--- src/rtl/vstore_stream_arbiter_if.sv ---
// Store-stream bundle between the ALU slots, the arbiter and the store AXI wrapper.
interface vstore_stream_arbiter_if #(
  parameter int unsigned SLOT_COUNT = 2,
  parameter int unsigned DATA_WIDTH = 32,
  parameter int unsigned FIFO_DEPTH = 4
);
  localparam int unsigned BE_W   = DATA_WIDTH / 8;
  localparam int unsigned SLOT_W = $clog2(SLOT_COUNT) + 1;
  localparam int unsigned CNT_W  = $clog2(FIFO_DEPTH) + 1;

  logic                                  flush;
  logic [SLOT_COUNT-1:0]                 slot_valid;
  logic [SLOT_COUNT-1:0]                 slot_start;
  logic [SLOT_COUNT-1:0]                 slot_end;
  logic [SLOT_COUNT-1:0][DATA_WIDTH-1:0] slot_data;
  logic [SLOT_COUNT-1:0][BE_W-1:0]       slot_be;
  logic [SLOT_COUNT-1:0]                 slot_ready;
  logic                                  out_valid;
  logic                                  out_ready;
  logic [DATA_WIDTH-1:0]                 out_data;
  logic [BE_W-1:0]                       out_be;
  logic                                  out_start;
  logic                                  out_end;
  logic [SLOT_W-1:0]                     out_slot;
  logic                                  burst_active;
  logic [CNT_W-1:0]                      fifo_count;
  logic                                  protocol_err;

  // Producer side: slots, flush control and the downstream consumer.
  modport master (
    output flush, slot_valid, slot_start, slot_end, slot_data, slot_be, out_ready,
    input  slot_ready, out_valid, out_data, out_be, out_start, out_end, out_slot,
           burst_active, fifo_count, protocol_err
  );

  // Arbiter side.
  modport slave (
    input  flush, slot_valid, slot_start, slot_end, slot_data, slot_be, out_ready,
    output slot_ready, out_valid, out_data, out_be, out_start, out_end, out_slot,
           burst_active, fifo_count, protocol_err
  );
endinterface

--- src/rtl/vstore_stream_arbiter.sv ---
// N-slot vector-store stream arbiter: burst-locked grant, FWFT output FIFO,
// per-slot backpressure, fixed-priority or round-robin selection.
module vstore_stream_arbiter #(
  parameter int unsigned SLOT_COUNT = 2,
  parameter int unsigned DATA_WIDTH = 32,
  parameter int unsigned FIFO_DEPTH = 4,
  parameter int unsigned ARB_MODE   = 0
) (
  input  logic                   clk,
  input  logic                   rst,
  vstore_stream_arbiter_if.slave bus
);
  localparam int unsigned BE_W   = DATA_WIDTH / 8;
  localparam int unsigned SLOT_W = $clog2(SLOT_COUNT) + 1;
  localparam int unsigned CNT_W  = $clog2(FIFO_DEPTH) + 1;
  localparam int unsigned PTR_W  = $clog2(FIFO_DEPTH);
  localparam int unsigned IDX_W  = (SLOT_COUNT > 1) ? $clog2(SLOT_COUNT) : 1;

  typedef enum logic {IDLE, LOCKED} state_t;

  typedef struct packed {
    logic [SLOT_W-1:0]     slot;
    logic                  first;
    logic                  last;
    logic [BE_W-1:0]       be;
    logic [DATA_WIDTH-1:0] data;
  } beat_t;

  state_t             state_q, state_d;
  logic [IDX_W-1:0]   grant_q, grant_d;
  logic [IDX_W-1:0]   rr_q, rr_d;
  logic               err_q, err_d;
  logic [PTR_W-1:0]   wr_q, wr_d;
  logic [PTR_W-1:0]   rd_q, rd_d;
  logic [CNT_W-1:0]   cnt_q, cnt_d;
  beat_t              mem_q [FIFO_DEPTH];
  beat_t              mem_d [FIFO_DEPTH];

  logic [SLOT_COUNT-1:0] cand_c;
  logic [SLOT_COUNT-1:0] ready_c;
  logic [IDX_W-1:0]      win_c;
  logic [IDX_W-1:0]      sel_c;
  logic                  found_c;
  int                    rr_idx_c;
  logic                  full_c;
  logic                  push_c;
  logic                  pop_c;
  beat_t                 beat_c;
  beat_t                 head_c;

  function automatic logic [IDX_W-1:0] next_idx(input logic [IDX_W-1:0] x);
    if (int'(x) >= int'(SLOT_COUNT) - 1) next_idx = '0;
    else                                 next_idx = x + IDX_W'(1);
  endfunction

  assign full_c = (cnt_q == CNT_W'(FIFO_DEPTH));
  assign pop_c  = (cnt_q != '0) && bus.out_ready;
  assign head_c = mem_q[rd_q];

  // Pick the start-candidate winner for this cycle according to ARB_MODE.
  always_comb begin
    cand_c   = bus.slot_valid & bus.slot_start;
    win_c    = '0;
    found_c  = 1'b0;
    rr_idx_c = 0;
    if (ARB_MODE == 0) begin
      for (int i = 0; i < int'(SLOT_COUNT); i++) begin
        if (cand_c[i]) win_c = IDX_W'(i);
      end
    end else begin
      for (int k = 0; k < int'(SLOT_COUNT); k++) begin
        rr_idx_c = (int'(rr_q) + k) % int'(SLOT_COUNT);
        if (!found_c && cand_c[rr_idx_c]) begin
          win_c   = IDX_W'(rr_idx_c);
          found_c = 1'b1;
        end
      end
    end
  end

  // Beat presented by the currently selected slot.
  always_comb begin
    sel_c       = (state_q == IDLE) ? win_c : grant_q;
    beat_c.slot  = SLOT_W'(sel_c);
    beat_c.first = bus.slot_start[sel_c];
    beat_c.last  = bus.slot_end[sel_c];
    beat_c.be    = bus.slot_be[sel_c];
    beat_c.data  = bus.slot_data[sel_c];
  end

  // Grant FSM, per-slot ready, FIFO bookkeeping and flush override.
  always_comb begin
    state_d = state_q;
    grant_d = grant_q;
    rr_d    = rr_q;
    err_d   = err_q;
    ready_c = '0;
    push_c  = 1'b0;

    unique case (state_q)
      IDLE: begin
        if (|cand_c) begin
          if (!full_c) begin
            ready_c[win_c] = 1'b1;
            push_c         = 1'b1;
            if (bus.slot_end[win_c]) begin
              if (ARB_MODE == 1) rr_d = next_idx(win_c);
            end else begin
              state_d = LOCKED;
              grant_d = win_c;
            end
          end
        end else if (|bus.slot_valid) begin
          // Mid-burst beats with no open burst are swallowed and flagged.
          ready_c = bus.slot_valid;
          err_d   = 1'b1;
        end
      end
      LOCKED: begin
        if (!full_c) begin
          ready_c[grant_q] = 1'b1;
          if (bus.slot_valid[grant_q]) begin
            push_c = 1'b1;
            if (bus.slot_start[grant_q]) err_d = 1'b1;
            if (bus.slot_end[grant_q]) begin
              state_d = IDLE;
              if (ARB_MODE == 1) rr_d = next_idx(grant_q);
            end
          end
        end
      end
      default: state_d = IDLE;
    endcase

    wr_d  = wr_q + PTR_W'(push_c);
    rd_d  = rd_q + PTR_W'(pop_c);
    mem_d = mem_q;
    if (push_c) mem_d[wr_q] = beat_c;
    unique case ({push_c, pop_c})
      2'b10:   cnt_d = cnt_q + CNT_W'(1);
      2'b01:   cnt_d = cnt_q - CNT_W'(1);
      default: cnt_d = cnt_q;
    endcase

    if (bus.flush) begin
      state_d = IDLE;
      grant_d = '0;
      rr_d    = '0;
      err_d   = 1'b0;
      wr_d    = '0;
      rd_d    = '0;
      cnt_d   = '0;
    end
  end

  // Control registers with asynchronous clear.
  always_ff @(posedge clk or posedge rst) begin
    if (rst) begin
      state_q <= IDLE;
      grant_q <= '0;
      rr_q    <= '0;
      err_q   <= 1'b0;
      wr_q    <= '0;
      rd_q    <= '0;
      cnt_q   <= '0;
    end else begin
      state_q <= state_d;
      grant_q <= grant_d;
      rr_q    <= rr_d;
      err_q   <= err_d;
      wr_q    <= wr_d;
      rd_q    <= rd_d;
      cnt_q   <= cnt_d;
    end
  end

  // FIFO storage; contents are masked at the output whenever empty.
  always_ff @(posedge clk) begin
    mem_q <= mem_d;
  end

  assign bus.slot_ready   = ready_c;
  assign bus.out_valid    = (cnt_q != '0);
  assign bus.out_data     = bus.out_valid ? head_c.data  : '0;
  assign bus.out_be       = bus.out_valid ? head_c.be    : '0;
  assign bus.out_start    = bus.out_valid & head_c.first;
  assign bus.out_end      = bus.out_valid & head_c.last;
  assign bus.out_slot     = bus.out_valid ? head_c.slot  : '0;
  assign bus.burst_active = (state_q == LOCKED);
  assign bus.fifo_count   = cnt_q;
  assign bus.protocol_err = err_q;
endmodule

--- src/flat_wrapper.sv ---
// flat-port wrapper written by rule: the top's interface ports become plain ports
module vstore_stream_arbiter_flat 
#(
  parameter int unsigned SLOT_COUNT = 2,
  parameter int unsigned DATA_WIDTH = 32,
  parameter int unsigned FIFO_DEPTH = 4,
  parameter int unsigned ARB_MODE   = 0
)
  (clk, rst, bus_flush, bus_slot_valid, bus_slot_start, bus_slot_end, bus_slot_data, bus_slot_be, bus_out_ready, bus_slot_ready, bus_out_valid, bus_out_data, bus_out_be, bus_out_start, bus_out_end, bus_out_slot, bus_burst_active, bus_fifo_count, bus_protocol_err);
  vstore_stream_arbiter_if #(.SLOT_COUNT(SLOT_COUNT), .DATA_WIDTH(DATA_WIDTH), .FIFO_DEPTH(FIFO_DEPTH)) bus_i ();
  input  logic clk;
  input  logic rst;
  input wire logic [$bits(bus_i.flush)-1:0] bus_flush;
  input wire logic [$bits(bus_i.slot_valid)-1:0] bus_slot_valid;
  input wire logic [$bits(bus_i.slot_start)-1:0] bus_slot_start;
  input wire logic [$bits(bus_i.slot_end)-1:0] bus_slot_end;
  input wire logic [$bits(bus_i.slot_data)-1:0] bus_slot_data;
  input wire logic [$bits(bus_i.slot_be)-1:0] bus_slot_be;
  input wire logic [$bits(bus_i.out_ready)-1:0] bus_out_ready;
  output wire logic [$bits(bus_i.slot_ready)-1:0] bus_slot_ready;
  output wire logic [$bits(bus_i.out_valid)-1:0] bus_out_valid;
  output wire logic [$bits(bus_i.out_data)-1:0] bus_out_data;
  output wire logic [$bits(bus_i.out_be)-1:0] bus_out_be;
  output wire logic [$bits(bus_i.out_start)-1:0] bus_out_start;
  output wire logic [$bits(bus_i.out_end)-1:0] bus_out_end;
  output wire logic [$bits(bus_i.out_slot)-1:0] bus_out_slot;
  output wire logic [$bits(bus_i.burst_active)-1:0] bus_burst_active;
  output wire logic [$bits(bus_i.fifo_count)-1:0] bus_fifo_count;
  output wire logic [$bits(bus_i.protocol_err)-1:0] bus_protocol_err;
  assign bus_i.flush = bus_flush;
  assign bus_i.slot_valid = bus_slot_valid;
  assign bus_i.slot_start = bus_slot_start;
  assign bus_i.slot_end = bus_slot_end;
  assign bus_i.slot_data = bus_slot_data;
  assign bus_i.slot_be = bus_slot_be;
  assign bus_i.out_ready = bus_out_ready;
  assign bus_slot_ready = bus_i.slot_ready;
  assign bus_out_valid = bus_i.out_valid;
  assign bus_out_data = bus_i.out_data;
  assign bus_out_be = bus_i.out_be;
  assign bus_out_start = bus_i.out_start;
  assign bus_out_end = bus_i.out_end;
  assign bus_out_slot = bus_i.out_slot;
  assign bus_burst_active = bus_i.burst_active;
  assign bus_fifo_count = bus_i.fifo_count;
  assign bus_protocol_err = bus_i.protocol_err;
  vstore_stream_arbiter #(.SLOT_COUNT(SLOT_COUNT), .DATA_WIDTH(DATA_WIDTH), .FIFO_DEPTH(FIFO_DEPTH), .ARB_MODE(ARB_MODE)) u_core (.clk(clk), .rst(rst), .bus(bus_i));
endmodule
--- config.mk ---
export PLATFORM = sky130hd
export DESIGN_NAME = vstore_stream_arbiter_flat
export DESIGN_NICKNAME = d
export VERILOG_FILES = /design/src/rtl/vstore_stream_arbiter_if.sv /design/src/rtl/vstore_stream_arbiter.sv /design/src/flat_wrapper.sv
export SDC_FILE = /design/constraint.sdc
export NUM_CORES = 1
export LEC_CHECK = 0
export CAP_MARGIN = 25
export CORE_UTILIZATION = 45
export CTS_BUF_LIST = sky130_fd_sc_hd__clkbuf_2 sky130_fd_sc_hd__clkbuf_4 sky130_fd_sc_hd__clkbuf_8
export CTS_CLUSTER_SIZE = 28
export DETAILED_ROUTE_END_ITERATION = 8
export PLACE_DENSITY = 0.7
export SLEW_MARGIN = 20
export SYNTH_ARGS = -nofsm -noshare
export SYNTH_HDL_FRONTEND = slang
export SYNTH_SLANG_ARGS = --single-unit
export TNS_END_PERCENT = 30
--- constraint.sdc ---
create_clock -name clk -period 12.3 [get_ports clk]
set_clock_uncertainty 0.15 [all_clocks]
set_input_delay 2.46 -clock clk [delete_from_list [all_inputs] [get_ports clk]]
set_output_delay 2.46 -clock clk [all_outputs]
set_load 0.02 [all_outputs]
# Word-level counts from Yosys, hierarchy flattened
# Index checks and enable logic that the tools add are counted.
[word_totals]
word_cells = 131
inputBits = 82
regBits = 170
[op_classes]
n_addsub = 4
mux = 65
order_cmp = 8
bitwise = 6
reduce_logical = 11
eq_ne = 11
[ops]
columns = ["op", "count"]
rows = [
  ["160-bit bitwise mux", 1],
  ["40-bit two-way mux", 3],
  ["32-bit two-way mux", 3],
  ["40-bit binary-select mux with 2-bit select", 1],
  ["40-bit demux with 2-bit select", 1],
  ["1-bit two-way mux", 38],
  ["3-bit != test (second input constant)", 5],
  ["2-bit two-way mux", 7],
  ["4-bit two-way mux", 3],
  ["3-bit >= comparator (second input constant)", 2],
  ["1-bit by 2-bit less-than comparator with 1-bit output (second input constant)", 3],
  ["2-bit != test (second input constant)", 3],
  ["2-bit NOT with 3-bit output", 2],
  ["1-bit one-hot mux with 2 select lines", 3],
  ["3-bit one-hot mux with 2 select lines", 1],
  ["3-bit nonzero test", 2],
  ["5-bit AND reduction", 1],
  ["2-bit by 1-bit adder with 2-bit output", 2],
  ["1-bit logical AND", 4],
  ["2-bit one-hot mux with 2 select lines", 1],
  ["4-bit AND reduction", 1],
  ["2-bit OR reduction", 2],
  ["3-bit by 1-bit adder with 3-bit output (second input constant)", 1],
  ["3-bit == test (second input constant)", 1],
  ["11 further kinds", 14],
]

# Longest topological paths before layout
# Gate-level depths: netlist (run 1).
[logic_depth]
depth_word = 9
depth_mapped = 11
depth_no_buf = 9

# Worst setup path before layout (run 1)
# No wires, ideal clock.
[synth_path]
path_type = "input to register"
from = "input port bus_slot_start[1]"
to = "register u_core.mem_q[120] (netlist name), enable pin"
required_ns = 11.658
arrival_ns = 5.854
path_buffers = 1
setup_slack_ns = 5.805
stages = 5
cell_sequence = "mux2_4 > nand2_4 > a21oi_4 > buf_6 > nor3b_1"
[synth_between]
elab_chain_cells = 4
[synth_lines]
columns = ["item", "line_no", "rtl"]
rows = [
  ["start: declaration", "flat_wrapper.sv:15", "input wire logic [$bits(bus_i.slot_start)-1:0] bus_slot_start;"],
  ["2-bit AND", "vstore_stream_arbiter.sv:62", "cand_c = bus.slot_valid & bus.slot_start;"],
  ["2-bit OR reduction", "vstore_stream_arbiter.sv:102", "if (|cand_c) begin"],
  ["1-bit two-way mux", "vstore_stream_arbiter.sv:102", ""],
  ["1-bit one-hot mux with 2 select lines", "vstore_stream_arbiter.sv:100", "unique case (state_q)"],
  ["end signal: assignment", "vstore_stream_arbiter.sv:179", "mem_q <= mem_d;"],
  ["end: declaration", "vstore_stream_arbiter.sv:36", "beat_t mem_q [FIFO_DEPTH];"],
]
# Every way passes these cells.
# A chain may end at the register's enable or synchronous reset.

# Worst setup path after layout (run 1)
[layout_path]
from = "input port bus_slot_valid[1]"
to = "output port bus_slot_ready[0]"
[layout_between]
elab_chain_cells = 9
[layout_lines]
columns = ["item", "line_no", "rtl"]
rows = [
  ["start: declaration", "flat_wrapper.sv:14", "input wire logic [$bits(bus_i.slot_valid)-1:0] bus_slot_valid;"],
  ["2-bit AND", "vstore_stream_arbiter.sv:62", ""],
  ["1-bit two-way mux", "vstore_stream_arbiter.sv:68", "if (cand_c[i]) win_c = IDX_W'(i);"],
  ["1-bit by 2-bit less-than comparator with 1-bit output (not written as such) or 1-bit >= comparator (tied branches)", "vstore_stream_arbiter.sv:104", "ready_c[win_c] = 1'b1;"],
  ["1-bit logical AND (not written as such)", "vstore_stream_arbiter.sv:104", ""],
  ["1-bit two-way mux (not written as such)", "vstore_stream_arbiter.sv:104", ""],
  ["1-bit demux with 1-bit select", "--", ""],
  ["2-bit two-way mux", "vstore_stream_arbiter.sv:103", "if (!full_c) begin"],
  ["2-bit two-way mux *", "vstore_stream_arbiter.sv:102", ""],
  ["2-bit one-hot mux with 2 select lines *", "vstore_stream_arbiter.sv:100", ""],
  ["end: declaration", "flat_wrapper.sv:20", "output wire logic [$bits(bus_i.slot_ready)-1:0] bus_slot_ready;"],
]
# Mark *: on every way between the ends. The rest lies on a longest branch, timed or not.

==> flow_results.org, run 1 <==
** Synthesis
- For this run, the register share of the synthesized area comes to 68.2%.
- The cell count after synthesis came out at 382.
- In this run, synthesis produced a sequential element count of approximately 170.
- Synthesized Nets :: 467
- Cells taking the most area after synthesis :: sky130_fd_sc_hd__edfxtp_1 (65%), sky130_fd_sc_hd__mux4_2 (12%), sky130_fd_sc_hd__mux2_4 (3.9%), sky130_fd_sc_hd__dfrtp_1 (3.5%), sky130_fd_sc_hd__and2_1 (3.4%)
- Unique cell type count in the Yosys netlist :: between 50 and 60
- Summed over its instances, the top area cell type makes up around two thirds of the synthesized netlist area.
- Cell type contributing the most total cell area after synthesis :: sky130_fd_sc_hd__edfxtp_1
- In this run the mean area of a mapped cell was 18.9 um^2.
- For this run, the number of Yosys warnings is 0.
- Summed instance area of the synthesized netlist :: 7230 um^2
- The most used flip-flop cell after synthesis is sky130_fd_sc_hd__edfxtp_1.
- Counting flops with an async set or reset pin after synthesis yields a share of 6.02%.
- In this run, synthesis inferred 156 flip-flops with an integrated enable.

** Worst setup path
- Master of the slowest instance on the critical path :: sky130_fd_sc_hd__clkdlybuf4s50_1
- Startpoint of the worst-slack reg-to-reg timing path :: u_core.bus.burst_active$_DFF_PP0_
- The critical path contains buffers and inverters numbering 2 combined.
- Along the worst path, the maximum fanout reaches 6.
- In this design, the stage delay of the slowest critical-path cell is 0.64 ns.
- CP Launch Point :: bus_slot_valid[1]
- Element type at the critical path end :: primary output
- CP most frequent cell :: sky130_fd_sc_hd__clkdlybuf4s50_1
- Arr. time, crit path :: ~4 ns
- The kind of cell with the highest combined delay along the critical path is buffers and inverters.
- Data required time at the worst endpoint :: 9.69 ns
- Sort of element at the start of the critical path :: input pin
- Cells along the critical path :: clkdlybuf4s50_1 > a21oi_1 > nand3_1 > o21ai_0 > clkdlybuf4s50_1
- The critical path is of the in2out type.

** Global routing
- The initial antenna violation count was 0.
- Vias in the first global route :: between 3000 and 4000
- Across every metal layer, demand over resource in global routing totals 16.8%.
- Congestion Overflow GR :: 0
- Wire length of the first global-routing pass :: 20100 um
- Largest net degree at the start of global routing :: 42

** STA
- Final Cycle Share :: 54.4%
- Final worst slack :: 5.61 ns
- Total setup violations reported at the end of the flow :: 0
- The worst pin sits at a relative slew slack of 54.7%.
- Shortest period the worst path allows :: 6.69 ns
- Setup total negative slack :: 0 ns
- Maximum operating frequency :: 149 MHz
- Setup repair after global routing missed its margin :: no
- Transition time at the pin with the least slew margin :: between 0.6 and 0.7 ns
- Final hold violation count :: 0
- Final slew viol count :: 0

** Clocking
- Buffers inserted during clock tree synthesis total 17.
- Clock transition at the registers of the reported paths :: about 0.090 ns
- In this run, post-CTS repair resized a total of 0 instances.
- After clock tree synthesis, the flow added hold-fix buffers numbering 0.
- Clk_lat worst skew :: 0.44 ns
- TritonCTS built the clock tree.
- Number of clock sinks :: 166
- Number of setup buffers added after CTS :: 0
- In this run the deepest clock path goes through 2 buffers.
- Clock root cell :: sky130_fd_sc_hd__clkbuf_8
- H-tree depth :: 4

** Power and ir drop
- Static power due to leakage :: 3.07 nW
- Power per cell area :: between 200 and 250 nW/um^2
- IR analysis of the VDD net gives a maximum drop of 0.166 mV.

** Cells and area
- The layout has 1214 filler cells.
- Share of cells above drive strength 1 :: 21.4%
- Area of all placed cells without fillers :: 9140 um^2
- The number of antenna diodes in the final layout is 0.
- Utilization of the core after routing :: roughly three fifths
- Relative to the synthesized area, the layout overhead comes to 26.4%.
- Nets@finish :: approximately 600

** Place
- Routability-driven placement finished with a final weighted congestion of between 0.8 and 0.9.
- Summing all placed instances gives a cell area of 8730 um^2.
- Input/output buffers :: between 100 and 150
- Worst slack at placement :: 5.64 ns
- The HPWL after detailed placement is 8090 um.

** Die
- Once the floorplan was initialized, standard cells occupied between 40% and 50% of the core.
- Die H :: 129 um
- Die area :: around 17000 um^2
- The floorplan step defined a core boundary enclosing between 15000 and 20000 um^2.
- Die extent in x :: 129 um
- FP Rows :: 45
- Top-Level Pins :: 130

** Outcome
- Status :: finished clean

** Route
- Via density per instance :: 5.20
- Remaining routing DRC violations :: 0
- For this run, the detailed router's first-pass iteration total came to 4.
- In this run, the number of DRC markers left after iteration 0 of detailed routing was 259.
- Number of nets with antenna violations after routing :: 0
- After detailed routing, the total wire length is 13200 um.
- Routed wirelength normalized by instance count :: 17.8 um
- Via count :: 3851

** Min path
- The path class of the tightest hold or removal check is reg2reg.
- In this run the most critical hold path is launched from u_core.bus.protocol_err$_DFFE_PP0P_.

** Job
- The tool flagged a number of max-cap violations equal to 0.
flip-flops by register name, summed over array words and instances (netlist names):
| name | count |
|---|---|
| u_core.bus.burst_active | 1 |
| u_core.bus.fifo_count | 3 |
| u_core.bus.protocol_err | 1 |
| u_core.grant_q | 1 |
| u_core.mem_q | 156 |
| u_core.rd_q | 2 |
| u_core.wr_q | 2 |
cells by family (layout without fill, tap and decap cells):
kind of cell	Yosys count	in the layout	synth area share (%)
XOR/XNOR	3	3	0.554
buffers and inverters	26	173	2.32
AO/OA/AOI/OAI	22	22	2.28
other	1	1	0.0519
AND/OR/NAND/NOR	85	85	7.03
flip-flops	166	166	68.2
multiplexers	76	76	18.9
adder cells (fa/ha/maj)	3	3	0.623
per-stage QoR:
| step | power (mW) | std cells | hold slack, ns |
|---|---|---|---|
| CTS | 1.88 | 739 | 0.367 |
| floorplan | 1.21 | 382 | 0.406 |
| detailed placement | 1.51 | 707 | 0.345 |
| global placement | 1.49 | 705 | 0.344 |
| global route | 1.95 | 740 | 0.418 |
| finish | 1.86 | 740 | 0.361 |
synth_stat cells (3+ instances only):
cell type                  count
sky130_fd_sc_hd__edfxtp_1    156
sky130_fd_sc_hd__and2_1       39
sky130_fd_sc_hd__mux4_2       39
sky130_fd_sc_hd__mux2_4       19
sky130_fd_sc_hd__mux2_1       18
sky130_fd_sc_hd__nand2_1      13
sky130_fd_sc_hd__nor2_1       11
sky130_fd_sc_hd__dfrtp_1      10
sky130_fd_sc_hd__buf_6         7
sky130_fd_sc_hd__buf_2         5
sky130_fd_sc_hd__clkbuf_1      5
sky130_fd_sc_hd__o21ai_0       5
sky130_fd_sc_hd__a21oi_1       4
sky130_fd_sc_hd__inv_1         3
sky130_fd_sc_hd__nor2b_1       3
worst reg2reg max path, delay by kind of cell (launching register included):
family	cells	cell delay, ns
buffers and inverters	1	0.26
and+or+nand+nor	2	0.88
DFF	1	0.60
AOI/OAI and AO/OA	2	0.46
power breakdown:
part           switching, mW  leakage, nW  internal [mW]
clock                  0.192        0.197          0.184
combinational          0.365         1.32          0.376
sequential            0.0361         1.56          0.704
final timing paths:
check / to / slack [ns] / cells past startpoint
min in group asynchronous: u_core.bus.protocol_err$_DFFE_PP0P_ / 2.15 / 2
worst min register to register: u_core.bus.protocol_err$_DFFE_PP0P_ / 0.36 / 2
worst max-delay path: bus_slot_ready[0] / 5.61 / 5
worst min-delay path: u_core.bus.protocol_err$_DFFE_PP0P_ / 0.36 / 2
max in group asynchronous: u_core.rd_q[1]$_DFF_PP0_ / 9.53 / 2
worst max register to register: u_core.mem_q[24]$_DFFE_PP_ / 9.64 / 5
placed cells by master (no fill, tap or decap), drive strengths merged, types with 3 or more instances in the layout:
master and n:
edfxtp 156, clkdlybuf4s50 128, mux4 39, and2 39
mux2 37, clkbuf 18, nand2 15, nor2 11
dfrtp 10, inv 9, buf 8, o21ai 7
clkinv 7, a21oi 5, nor2b 3, nor3b 3
final cells by class:
| cell class | instances | area [um^2] | share of cell area [%] |
|---|---|---|---|
| flip-flops and latches | 166 | 4940 | 54.0 |
| multi-input cells | 190 | 2140 | 23.5 |
| repair buffers | 136 | 1380 | 15.1 |
| well taps | 211 | 264 | 2.89 |
| clock buffers | 18 | 241 | 2.64 |
| clock inverters | 14 | 150 | 1.64 |
| inverters | 5 | 21.3 | 0.233 |
per-layer routing:
metal	GRT usage, %	vias up	part of all wire (%)
met2	29.7	111	52
met1	20.4	1953	43
met3	3.49	14	4.2
met4	5.74	0	1.1
met5	0	-	0
li1	-	1773	-
Note: power is estimated with default switching activity, not from simulation.
==> inputs of run 2 (changes only) <==
PLACE_DENSITY = 0.73   (was 0.7)
clock period = 5.4 ns   (was 12.3 ns; I/O delays follow)
==> flow_results.org, run 2 (synthesis gave the netlist of run 1 again) <==
** Cells and area
- Fill cells :: 1190 (-2.0%)
- The library cells used most frequently in the layout, excluding fill and tap cells, are sky130_fd_sc_hd__edfxtp_1 (156), sky130_fd_sc_hd__clkdlybuf4s50_1 (128), sky130_fd_sc_hd__mux4_2 (39), sky130_fd_sc_hd__and2_1 (39), sky130_fd_sc_hd__mux2_4 (19).
- Nets@finish :: 601 (unchanged)
- Biggest register :: u_core.mem_q
- Max FFs per register :: 156 (unchanged)
- Number of diodes :: 0 (unchanged)
- The final design area excluding fillers came to 9100 um^2 (-0.42%).
- Area growth syn-to-layout :: 25.8%
- Leading cell type in the layout, fill and taps excluded :: sky130_fd_sc_hd__edfxtp_1
- Share of cells above drive strength 1 :: 21.0% (-0.38 points)

** STA
- The number of setup violations in the final report was 0 (unchanged).
- Setup total negative slack :: 0 ns (unchanged)
- Subtracting the final worst setup slack from the clock period gives 4.00 ns.
- Setup repair after global routing left no endpoint under its margin.
- The worst hold slack is 0.375 ns (+0.0140 ns).
- The headroom to the max-slew limit was 29.8% (-25 points).
- Final hold violation count :: 0 (unchanged)
- Maximum operating frequency :: 250 MHz
- The pin slew with the least headroom to its limit is 1.05 ns (+0.374 ns).
- Final slew viol count :: 0 (unchanged)
- Final Cycle Share :: 74.2%

** Clocking
- H-tree depth :: 4 (unchanged)
- CTS tree :: built
- The clock buffer count from CTS was 17 (unchanged).
- CTS placed an instance of sky130_fd_sc_hd__clkbuf_8 at the clock tree root.
- The post-CTS setup repair buffer count is 0 (unchanged).
- The hold-fix buffer count after cts was 0 (unchanged).
- The TritonCTS sink count came to 166 (unchanged).
- Clk_lat worst skew :: 0.44 ns (about the same)
- The number of instances resized during post-cts repair is 0 (unchanged).
- The largest buffer count on any clock path was 2 (unchanged).
- The clock edge transition at the registers on the reported setup and hold paths is 0.09 ns (about the same).

** Die
- The boundary pin count came to 130 (unchanged).
- Die extent in x :: 129 um (unchanged)
- Die area :: 16600 um^2 (unchanged)
- The effective utilization at floorplan was 46.9% (unchanged).
- FP Rows :: 45 (unchanged)
- Die H :: 129 um (unchanged)
- Placeable core area :: 15400 um^2 (unchanged)

** Place
- Last weighted congestion value of the routability-driven placer :: 0.784 (-2.1%)
- The number of buffers added on ports is 128 (unchanged).
- Half-perimeter wire length of the detailed placement result :: 8470 um (+4.6%)
- The placed standard-cell area is 8690 um^2 (-0.37%).

** Route
- Number of nets with antenna violations after routing :: 0 (unchanged)
- The first-pass detailed-route iteration total is 6 (+2).
- Total wirelength of the detailed-routed design :: 13500 um (+2.4%)
- Remaining routing DRC violations :: 0 (unchanged)
- The via count normalized by instance count was 5.24 (+0.60%).
- Via count :: 3874 (+0.60%)
- The routed wirelength normalized by instance count is 18.2 um (+2.4%).
- Initial DRC count :: 234 (-9.7%)

** Worst setup path
- Worst setup path class :: reg2out
- The data required time of the worst path was 4.17 ns (-5.52 ns).
- The arrival time at the worst endpoint is 2.77 ns (-1.31 ns).
- Worst r2r dst :: u_core.mem_q[41]$_DFFE_PP_
- Worst-case register-to-register setup slack :: 2.62 ns (-7.02 ns)
- Logic depth of the worst register-to-register path :: 6 (+1)
- Tracing the worst setup path back leads to its startpoint at u_core.rd_q[0]$_DFF_PP0_.
- End of the critical path :: bus_out_data[26]
- STA classifies the critical path startpoint as a flop.
- Element type at the critical path end :: primary output
- The worst register-to-register path begins at u_core.bus.burst_active$_DFF_PP0_.
- The highest net fanout along the worst path came to 15 (+9).

** Job
- Number of max-cap violations :: 0 (unchanged)

** Global routing
- Fraction of met1 tracks used by global routing :: 21.4% (+1.0 points)
- The first-pass GRT wire length came to 21100 um (+5.1%).
- Vias in the first global route :: 4126 (+4.8%)
- Layer with the highest usage :: met2
- The global router's overall resource usage came to 17.4% (+0.60 points).
- GR met2 Demand/Resource :: 30.5% (+0.76 points)
- Largest net degree at the start of global routing :: 42 (unchanged)
- Congestion Overflow GR :: 0 (unchanged)
- The met3 capacity usage during global routing came to 3.62% (+0.12 points).
- Initial antenna violation count :: 0 (unchanged)

** Outcome
- The run finished with clean final reports.

** Min path
- Tightest Hold Check Type :: reg2reg

** Power and ir drop
- The total power after layout came to 4.18 mW (+130%).
- The power density over cell area is 460 nW/um^2 (+130%).
- Worst supply voltage drop on vdd :: 0.407 mV (+140%)
- The total leakage power came to 3.04 nW (-1.0%).
-- run 2: worst min-delay path by stage --
stage / startpoint / to / slack [ns] / cells past startpoint
after global placement: u_core.bus.protocol_err$_DFFE_PP0P_ / u_core.bus.protocol_err$_DFFE_PP0P_ / 0.35 / 2
final: u_core.bus.protocol_err$_DFFE_PP0P_ / u_core.bus.protocol_err$_DFFE_PP0P_ / 0.38 / 2
after floorplan: u_core.wr_q[1]$_DFF_PP0_ / u_core.wr_q[1]$_DFF_PP0_ / 0.41 / 2
after CTS: u_core.bus.protocol_err$_DFFE_PP0P_ / u_core.bus.protocol_err$_DFFE_PP0P_ / 0.38 / 2
after detailed placement: u_core.bus.protocol_err$_DFFE_PP0P_ / u_core.bus.protocol_err$_DFFE_PP0P_ / 0.35 / 2
after global routing: u_core.bus.protocol_err$_DFFE_PP0P_ / u_core.bus.protocol_err$_DFFE_PP0P_ / 0.43 / 2
-- run 2: layer usage --
metal / vias up / share of wire [%] / wire (um)
met3: 15 / 5.2 / 696
met1: 1960 / 43 / 5750
met4: 0 / 1.1 / 154
met2: 123 / 51 / 6870
met5: - / 0 / 0
li1: 1776 / - / -
-- run 2: cell type report --
type                            count  area (um^2)  area share (%)
Sequential cell                   166         4940            54.3
Multi-Input combinational cell    190         2140            23.6
Timing Repair Buffer              136         1370            15.1
Tap cell                          211          264            2.90
Clock buffer                       19          249            2.74
Clock inverter                     13          109            1.20
Inverter                            5         21.3           0.234
-- run 2: metrics by stage --
stage	util, %	setup slack (ns)	instances
6_report	59.0	1.40	740
3_5_place_dp	56.4	1.49	706
2_1_floorplan	-	0.285	382
5_1_grt	59.0	1.22	740
4_1_cts	58.7	1.32	738
3_3_place_gp	56.4	1.54	706
-- run 2: power breakdown --
group / internal, mW / total, mW / switching (mW)
logic: 0.860 / 1.67 / 0.814
clock network: 0.370 / 0.797 / 0.428
registers: 1.60 / 1.71 / 0.106
total: 2.83 / 4.18 / 1.35
-- run 2: critical path, stage by stage (launching register included) --
cell                              delay, ns
sky130_fd_sc_hd__dfrtp_2               0.66
sky130_fd_sc_hd__buf_4                 0.41
sky130_fd_sc_hd__mux4_2                0.54
sky130_fd_sc_hd__and2_1                0.18
sky130_fd_sc_hd__clkdlybuf4s50_1       0.54
